===== src/rtl/mem_req_queue.sv =====
// Memory request queue: FIFO toward the memory controller with an outstanding-read limit,
// plus refill response beat counting, per-line completion strobe and sticky protocol error.
module mem_req_queue #(
   parameter int ADDR_BITS = 28,
   parameter int TAG_BITS  = 5,
   parameter int DEPTH     = 4,
   parameter int MAX_OUT   = 4,
   parameter int BEATS     = 4
) (
   input  logic                 clk,
   input  logic                 reset,
   input  logic                 in_req_val,
   output logic                 in_req_rdy,
   input  logic                 in_req_rw,
   input  logic [ADDR_BITS-1:0] in_req_addr,
   input  logic [TAG_BITS-1:0]  in_req_tag,
   output logic                 out_req_val,
   input  logic                 out_req_rdy,
   output logic                 out_req_rw,
   output logic [ADDR_BITS-1:0] out_req_addr,
   output logic [TAG_BITS-1:0]  out_req_tag,
   input  logic                 mem_resp_val,
   input  logic [TAG_BITS-1:0]  mem_resp_tag,
   output logic                 resp_val,
   output logic [TAG_BITS-1:0]  resp_tag,
   output logic                 resp_last,
   output logic [3:0]           reads_out,
   output logic                 err
);

   localparam int PW = $clog2(DEPTH);
   localparam int CW = PW + 1;
   localparam int EW = 1 + ADDR_BITS + TAG_BITS;

   logic [EW-1:0] mem_q [DEPTH];
   logic [PW-1:0] wptr_q, wptr_d, rptr_q, rptr_d;
   logic [CW-1:0] count_q, count_d;
   logic [3:0]    reads_q, reads_d;
   logic          err_q, err_d;
   logic          enq, deq, head_rw, last_beat, tag_bad;

   assign in_req_rdy = (count_q != CW'(DEPTH));
   assign {head_rw, out_req_addr, out_req_tag} = mem_q[rptr_q];
   assign out_req_rw  = head_rw;
   // Writes bypass the read limit, but a blocked read head still holds everything behind it.
   assign out_req_val = (count_q != '0) && (head_rw || (reads_q < 4'(MAX_OUT)));

   assign enq = in_req_val & in_req_rdy;
   assign deq = out_req_val & out_req_rdy;

   assign resp_val  = mem_resp_val;
   assign resp_tag  = mem_resp_tag;
   assign resp_last = last_beat;
   assign reads_out = reads_q;
   assign err       = err_q;

   generate
      if (BEATS > 1) begin : g_beats
         localparam int BW = $clog2(BEATS);
         logic [BW-1:0]       beat_q, beat_d;
         logic [TAG_BITS-1:0] ftag_q, ftag_d;

         assign last_beat = mem_resp_val && (beat_q == BW'(BEATS - 1));
         assign tag_bad   = mem_resp_val && (beat_q != '0) && (mem_resp_tag != ftag_q);

         always_comb begin
            beat_d = beat_q;
            ftag_d = ftag_q;
            if (mem_resp_val) begin
               beat_d = beat_q + BW'(1);
               if (beat_q == '0) begin
                  ftag_d = mem_resp_tag;
               end
            end
         end

         always_ff @(posedge clk) begin
            if (!reset) begin
               beat_q <= '0;
               ftag_q <= '0;
            end else begin
               beat_q <= beat_d;
               ftag_q <= ftag_d;
            end
         end
      end else begin : g_single
         assign last_beat = mem_resp_val;
         assign tag_bad   = 1'b0;
      end
   endgenerate

   always_comb begin
      wptr_d  = wptr_q;
      rptr_d  = rptr_q;
      count_d = count_q;
      if (enq) begin
         wptr_d = wptr_q + PW'(1);
      end
      if (deq) begin
         rptr_d = rptr_q + PW'(1);
      end
      case ({enq, deq})
         2'b10:   count_d = count_q + CW'(1);
         2'b01:   count_d = count_q - CW'(1);
         default: count_d = count_q;
      endcase
   end

   always_comb begin
      reads_d = reads_q + 4'(deq & ~head_rw) - 4'(last_beat & (reads_q != '0));
      err_d   = err_q | (last_beat & (reads_q == '0)) | tag_bad;
   end

   always_ff @(posedge clk) begin
      if (!reset) begin
         wptr_q  <= '0;
         rptr_q  <= '0;
         count_q <= '0;
         reads_q <= '0;
         err_q   <= 1'b0;
      end else begin
         wptr_q  <= wptr_d;
         rptr_q  <= rptr_d;
         count_q <= count_d;
         reads_q <= reads_d;
         err_q   <= err_d;
      end
   end

   // Entry storage is not reset; count gates its visibility.
   always_ff @(posedge clk) begin
      if (enq) begin
         mem_q[wptr_q] <= {in_req_rw, in_req_addr, in_req_tag};
      end
   end

endmodule

===== config.mk =====
export PLATFORM = sky130hd
export DESIGN_NAME = mem_req_queue
export DESIGN_NICKNAME = d
export VERILOG_FILES = /design/src/rtl/mem_req_queue.sv
export SDC_FILE = /design/constraint.sdc
export NUM_CORES = 1
export LEC_CHECK = 0
export BUFFER_PORTS_ARGS = -buffer_cell sky130_fd_sc_hd__buf_2
export CAP_MARGIN = 20
export CORE_UTILIZATION = 42
export DETAILED_ROUTE_END_ITERATION = 10
export PLACE_DENSITY_LB_ADDON = 0.3
export SLEW_MARGIN = 0
export SYNTH_ARGS = -nofsm -noshare
export SYNTH_HDL_FRONTEND = slang
export SYNTH_SLANG_ARGS = --single-unit

===== constraint.sdc =====
create_clock -name clk -period 2.85 [get_ports clk]
set_input_delay 0.285 -clock clk [delete_from_list [all_inputs] [get_ports clk]]
set_output_delay 0.285 -clock clk [all_outputs]
set_load 0.05 [all_outputs]

==> metrics.txt <==
# TYPE chip_impl_metric gauge
chip_impl_info{name="end_kind",value="output pin"} 1
chip_impl_metric{name="detailedRoute.firstIterationViolations",unit=""} 112
chip_impl_metric{name="cts_buffers",unit=""} 17
chip_impl_metric{name="timing.max_cap.violations",unit=""} 0
chip_impl_metric{name="dp_hpwl",unit="um"} 6380
chip_impl_metric{name="fp.dieArea",unit="mm2"} 0.0151
chip_impl_metric{name="ant_nets",unit=""} 0
chip_impl_metric{name="clk_latency",unit="ps"} 420
chip_impl_info{name="timing.setup.critical_path_class",value="reg2out"} 1
chip_impl_metric{name="internal_power",unit="mW"} 4.68
chip_impl_metric{name="portBuffers",unit=""} 91
chip_impl_metric{name="hold_slack",unit="ps"} 76.4
chip_impl_metric{name="total_negative_slack",unit="ps"} 0
chip_impl_metric{name="synth_edf_count",unit=""} 136
chip_impl_metric{name="period_share",unit=""} 0.912
chip_impl_metric{name="worst-path-max-fanout",unit=""} 25
chip_impl_metric{name="n_fill_cell",unit=""} 1137
chip_impl_info{name="synth-main-ff-cell",value="sky130_fd_sc_hd__edfxtp_1"} 1
chip_impl_metric{name="synthesis.area",unit="mm2"} 0.00613
chip_impl_metric{name="max_freq",unit="MHz"} 385
chip_impl_metric{name="synth.net_count",unit=""} 373
chip_impl_metric{name="first_global_vias",unit=""} 3240
chip_impl_info{name="crit_path_cell_trace",value="buf_4, buf_4, mux4_2, buf_2"} 1
chip_impl_metric{name="post-synth-top-area-fraction",unit=""} 0.667
chip_impl_metric{name="syn2layout_area_growth",unit="%"} 19.6
chip_impl_metric{name="fin_crit",unit="ps"} 2600
chip_impl_metric{name="cts_repair_resize_count",unit=""} 0
chip_impl_info{name="ys_top_cells_by_count",value="sky130_fd_sc_hd__edfxtp_1, sky130_fd_sc_hd__mux4_2, sky130_fd_sc_hd__dfxtp_1"} 1
chip_impl_metric{name="tritoncts_num_sinks",unit=""} 157
chip_impl_metric{name="critPathMaxStageDelay",unit="ps"} 590
chip_impl_info{name="grt_setup_unrepaired",value="false"} 1
chip_impl_info{name="cpMostUsedCell",value="sky130_fd_sc_hd__buf_4"} 1
chip_impl_metric{name="synth-seq-cells",unit=""} 157
chip_impl_metric{name="num_rows",unit=""} 43
chip_impl_metric{name="grt_first_pass_wirelength",unit="um"} 16400
chip_impl_metric{name="drive_gt1_frac",unit=""} 0.396
chip_impl_info{name="library_cell_used_as_clock_root_buffer",value="sky130_fd_sc_hd__clkbuf_16"} 1
chip_impl_metric{name="top_level_ports",unit=""} 92
chip_impl_metric{name="cts_hold_repair.buffers",unit=""} 0
chip_impl_metric{name="switching_share",unit=""} 0.344
chip_impl_metric{name="total_switching_power",unit="mW"} 2.46
chip_impl_metric{name="clk_path_buf_depth",unit=""} 2
chip_impl_metric{name="critPathArrivalTime",unit="ps"} 2310
chip_impl_metric{name="drt_first_pass_iters",unit=""} 5
chip_impl_metric{name="timing.critical_path.required",unit="ps"} 2570
chip_impl_metric{name="post_cts.repair.setup_buffers",unit=""} 0
chip_impl_metric{name="final_hold_viol_count",unit=""} 0
chip_impl_info{name="crit_slowest_cell",value="sky130_fd_sc_hd__mux4_2"} 1
chip_impl_metric{name="relative_max_transition_margin",unit=""} 0.645
chip_impl_info{name="outcome",value="finished, final reports clean"} 1
chip_impl_metric{name="global_route_usage_over_all_layers",unit=""} 0.153
chip_impl_metric{name="synth-warning-count",unit=""} 0
chip_impl_metric{name="start_util",unit=""} 0.436
chip_impl_metric{name="synthesized_instance_count",unit=""} 315
chip_impl_metric{name="die_width",unit="um"} 123
chip_impl_metric{name="path_clk_slew",unit="ps"} 60
chip_impl_info{name="cts_tree",value="yes"} 1
chip_impl_metric{name="vdd_ir_drop_max",unit="uV"} 417
chip_impl_info{name="cp-start-kind",value="flop"} 1
chip_impl_metric{name="place_congestion",unit=""} 0.717
chip_impl_metric{name="drc",unit=""} 0
chip_impl_metric{name="drt-wirelength-per-cell",unit="um"} 17.1
chip_impl_metric{name="power_frac_comb",unit=""} 0.317
chip_impl_metric{name="ctsHtreeMaxLevel",unit=""} 4
chip_impl_metric{name="synth-async-reset-ratio",unit=""} 0
chip_impl_metric{name="syn-mean-instance-area",unit="um2"} 19.5
chip_impl_metric{name="fin_skew",unit="ps"} 9.83
chip_impl_metric{name="core",unit="mm2"} 0.0140
chip_impl_metric{name="post_synth_num_cell_types",unit=""} 33
chip_impl_metric{name="gr-total-overflow",unit=""} 0
chip_impl_metric{name="via_count",unit=""} 3090
chip_impl_info{name="yosysMostFrequentCell",value="sky130_fd_sc_hd__edfxtp_1"} 1
chip_impl_info{name="netlist.top_cell.by_area",value="sky130_fd_sc_hd__edfxtp_1"} 1
chip_impl_metric{name="yosysSeqAreaShare",unit=""} 0.735
chip_impl_metric{name="multi_input_area",unit="mm2"} 0.00148
chip_impl_metric{name="grt_start_max_net_pins",unit=""} 35
chip_impl_metric{name="clock_power_share",unit=""} 0.282
chip_impl_metric{name="drt_wl_total",unit="um"} 10400
chip_impl_metric{name="timing_max_transition_violations_final",unit=""} 0
chip_impl_metric{name="fp.dieH",unit="um"} 123
chip_impl_metric{name="grt_antenna_before_repair",unit=""} 0
chip_impl_metric{name="p_per_area",unit="mW/mm2"} 974
chip_impl_metric{name="diodes",unit=""} 0
chip_impl_metric{name="post_drt_via_cell_ratio",unit=""} 5.07
chip_impl_metric{name="setup-violations-final",unit=""} 0
chip_impl_metric{name="leakagePower",unit="nW"} 2.60
chip_impl_info{name="synth.area.top_cells",value="sky130_fd_sc_hd__edfxtp_1, sky130_fd_sc_hd__mux4_2, sky130_fd_sc_hd__dfxtp_1, sky130_fd_sc_hd__ha_1, sky130_fd_sc_hd__a21boi_1"} 1
chip_impl_metric{name="seq_area",unit="mm2"} 0.00451
chip_impl_metric{name="worst_slew_pin_slew",unit="ps"} 532
chip_impl_metric{name="final_nets",unit=""} 474
chip_impl_metric{name="pwr-share-seq",unit=""} 0.400
chip_impl_info{name="hold_path.class",value="in2reg"} 1
==> placed cells by master (no fill, tap or decap), types with 2 or more instances in the layout <==
| cell type | count |
|---|---|
| sky130_fd_sc_hd__edfxtp_1 | 136 |
| sky130_fd_sc_hd__buf_2 | 91 |
| sky130_fd_sc_hd__mux4_2 | 33 |
| sky130_fd_sc_hd__dfxtp_1 | 19 |
| sky130_fd_sc_hd__clkbuf_16 | 17 |
| sky130_fd_sc_hd__inv_1 | 13 |
| sky130_fd_sc_hd__ha_1 | 12 |
| sky130_fd_sc_hd__nand2_1 | 11 |
| sky130_fd_sc_hd__and2_1 | 10 |
| sky130_fd_sc_hd__a21boi_1 | 9 |
| sky130_fd_sc_hd__nand3_1 | 7 |
| sky130_fd_sc_hd__buf_4 | 7 |
| sky130_fd_sc_hd__xor2_1 | 6 |
| sky130_fd_sc_hd__xnor2_1 | 5 |
| sky130_fd_sc_hd__mux2i_1 | 4 |
| sky130_fd_sc_hd__nor2b_1 | 4 |
| sky130_fd_sc_hd__and3_2 | 4 |
| sky130_fd_sc_hd__clkinvlp_4 | 4 |
| sky130_fd_sc_hd__clkinv_2 | 4 |
| sky130_fd_sc_hd__clkinv_1 | 4 |
| sky130_fd_sc_hd__or3_1 | 3 |
| sky130_fd_sc_hd__o21ai_0 | 3 |
| sky130_fd_sc_hd__nand2b_1 | 2 |
| sky130_fd_sc_hd__a21oi_1 | 2 |
| sky130_fd_sc_hd__fa_1 | 2 |
| sky130_fd_sc_hd__dfxtp_2 | 2 |
==> sequential cells by signal, summed over array words and instances (netlist names), named ones only <==
signal          count
count_q             3
g_beats.ftag_q      5
rptr_q              2
wptr_q              2
g_beats.beat_q      2
reads_out           4
mem_q             136
err                 1
==> metal layers <==
layer,global-route usage,routed length (um)
met5,0,0
met4,0.0572,105
met3,0.0613,625
met2,0.249,5220
met1,0.184,4460
==> power by group through the flow <==
stage / Combinational (mW) / Clock [mW] / Sequential, mW
after floorplan: 1.76 / 0 / 2.94
final: 2.26 / 2.02 / 2.86
after global placement: 2.29 / 0 / 2.90
after CTS: 2.31 / 2.07 / 2.86
after detailed placement: 2.29 / 0 / 2.91
after global routing: 2.44 / 2.16 / 2.89
==> worst max-delay path: cells and delay by family, from the launching register on <==
kind / cells / cell delay [ps]
buffers and inverters: 3 / 950
flip-flops: 1 / 330
multiplexers: 1 / 590
==> worst paths after layout <==
path	startpoint	end	slack, ps	depth (start not counted)
worst max-delay path	flop	out_req_tag[4]	250	4
worst min register to register	g_beats.ftag_q[3]	g_beats.ftag_q[3]	470	2
worst min-delay path	in_req_tag[0]	mem_q[0][0]	80	1
worst max register to register	reads_out[2]	reads_out[2]	280	12
==> final cells by class <==
cell class / count / area share
clock buffer: 18 / 0.0586
clock inverter: 14 / 0.0142
inverter: 14 / 0.00717
multi-input combinational: 127 / 0.202
sequential: 157 / 0.615
tap: 180 / 0.0307
timing repair buffer: 99 / 0.0721
==> metrics by stage <==
| step | power (mW) | instance area, um2 | util | cells | setup slack [ps] |
|---|---|---|---|---|---|
| final | 7.14 | 7330 | 0.522 | 609 | 252 |
| after global routing | 7.48 | 7330 | 0.522 | 609 | 70.9 |
| after CTS | 7.24 | 7330 | 0.522 | 609 | 166 |
| after detailed placement | 5.20 | 6790 | 0.484 | 577 | 285 |
| after global placement | 5.18 | 6790 | 0.484 | 577 | 377 |
| after floorplan | 4.70 | 6130 | - | 315 | 195 |
==> cell families after synthesis <==
group | Yosys count | share of synthesized area
adders and majority gates | 14 | 0.0310
AOI/OAI and AO/OA | 18 | 0.0218
buffers and inverters | 31 | 0.0247
muxes | 38 | 0.130
and+or+nand+nor | 46 | 0.0412
xor gates and xnor gates | 11 | 0.0157
DFF | 157 | 0.735
Note: power is estimated with default switching activity, not from simulation.
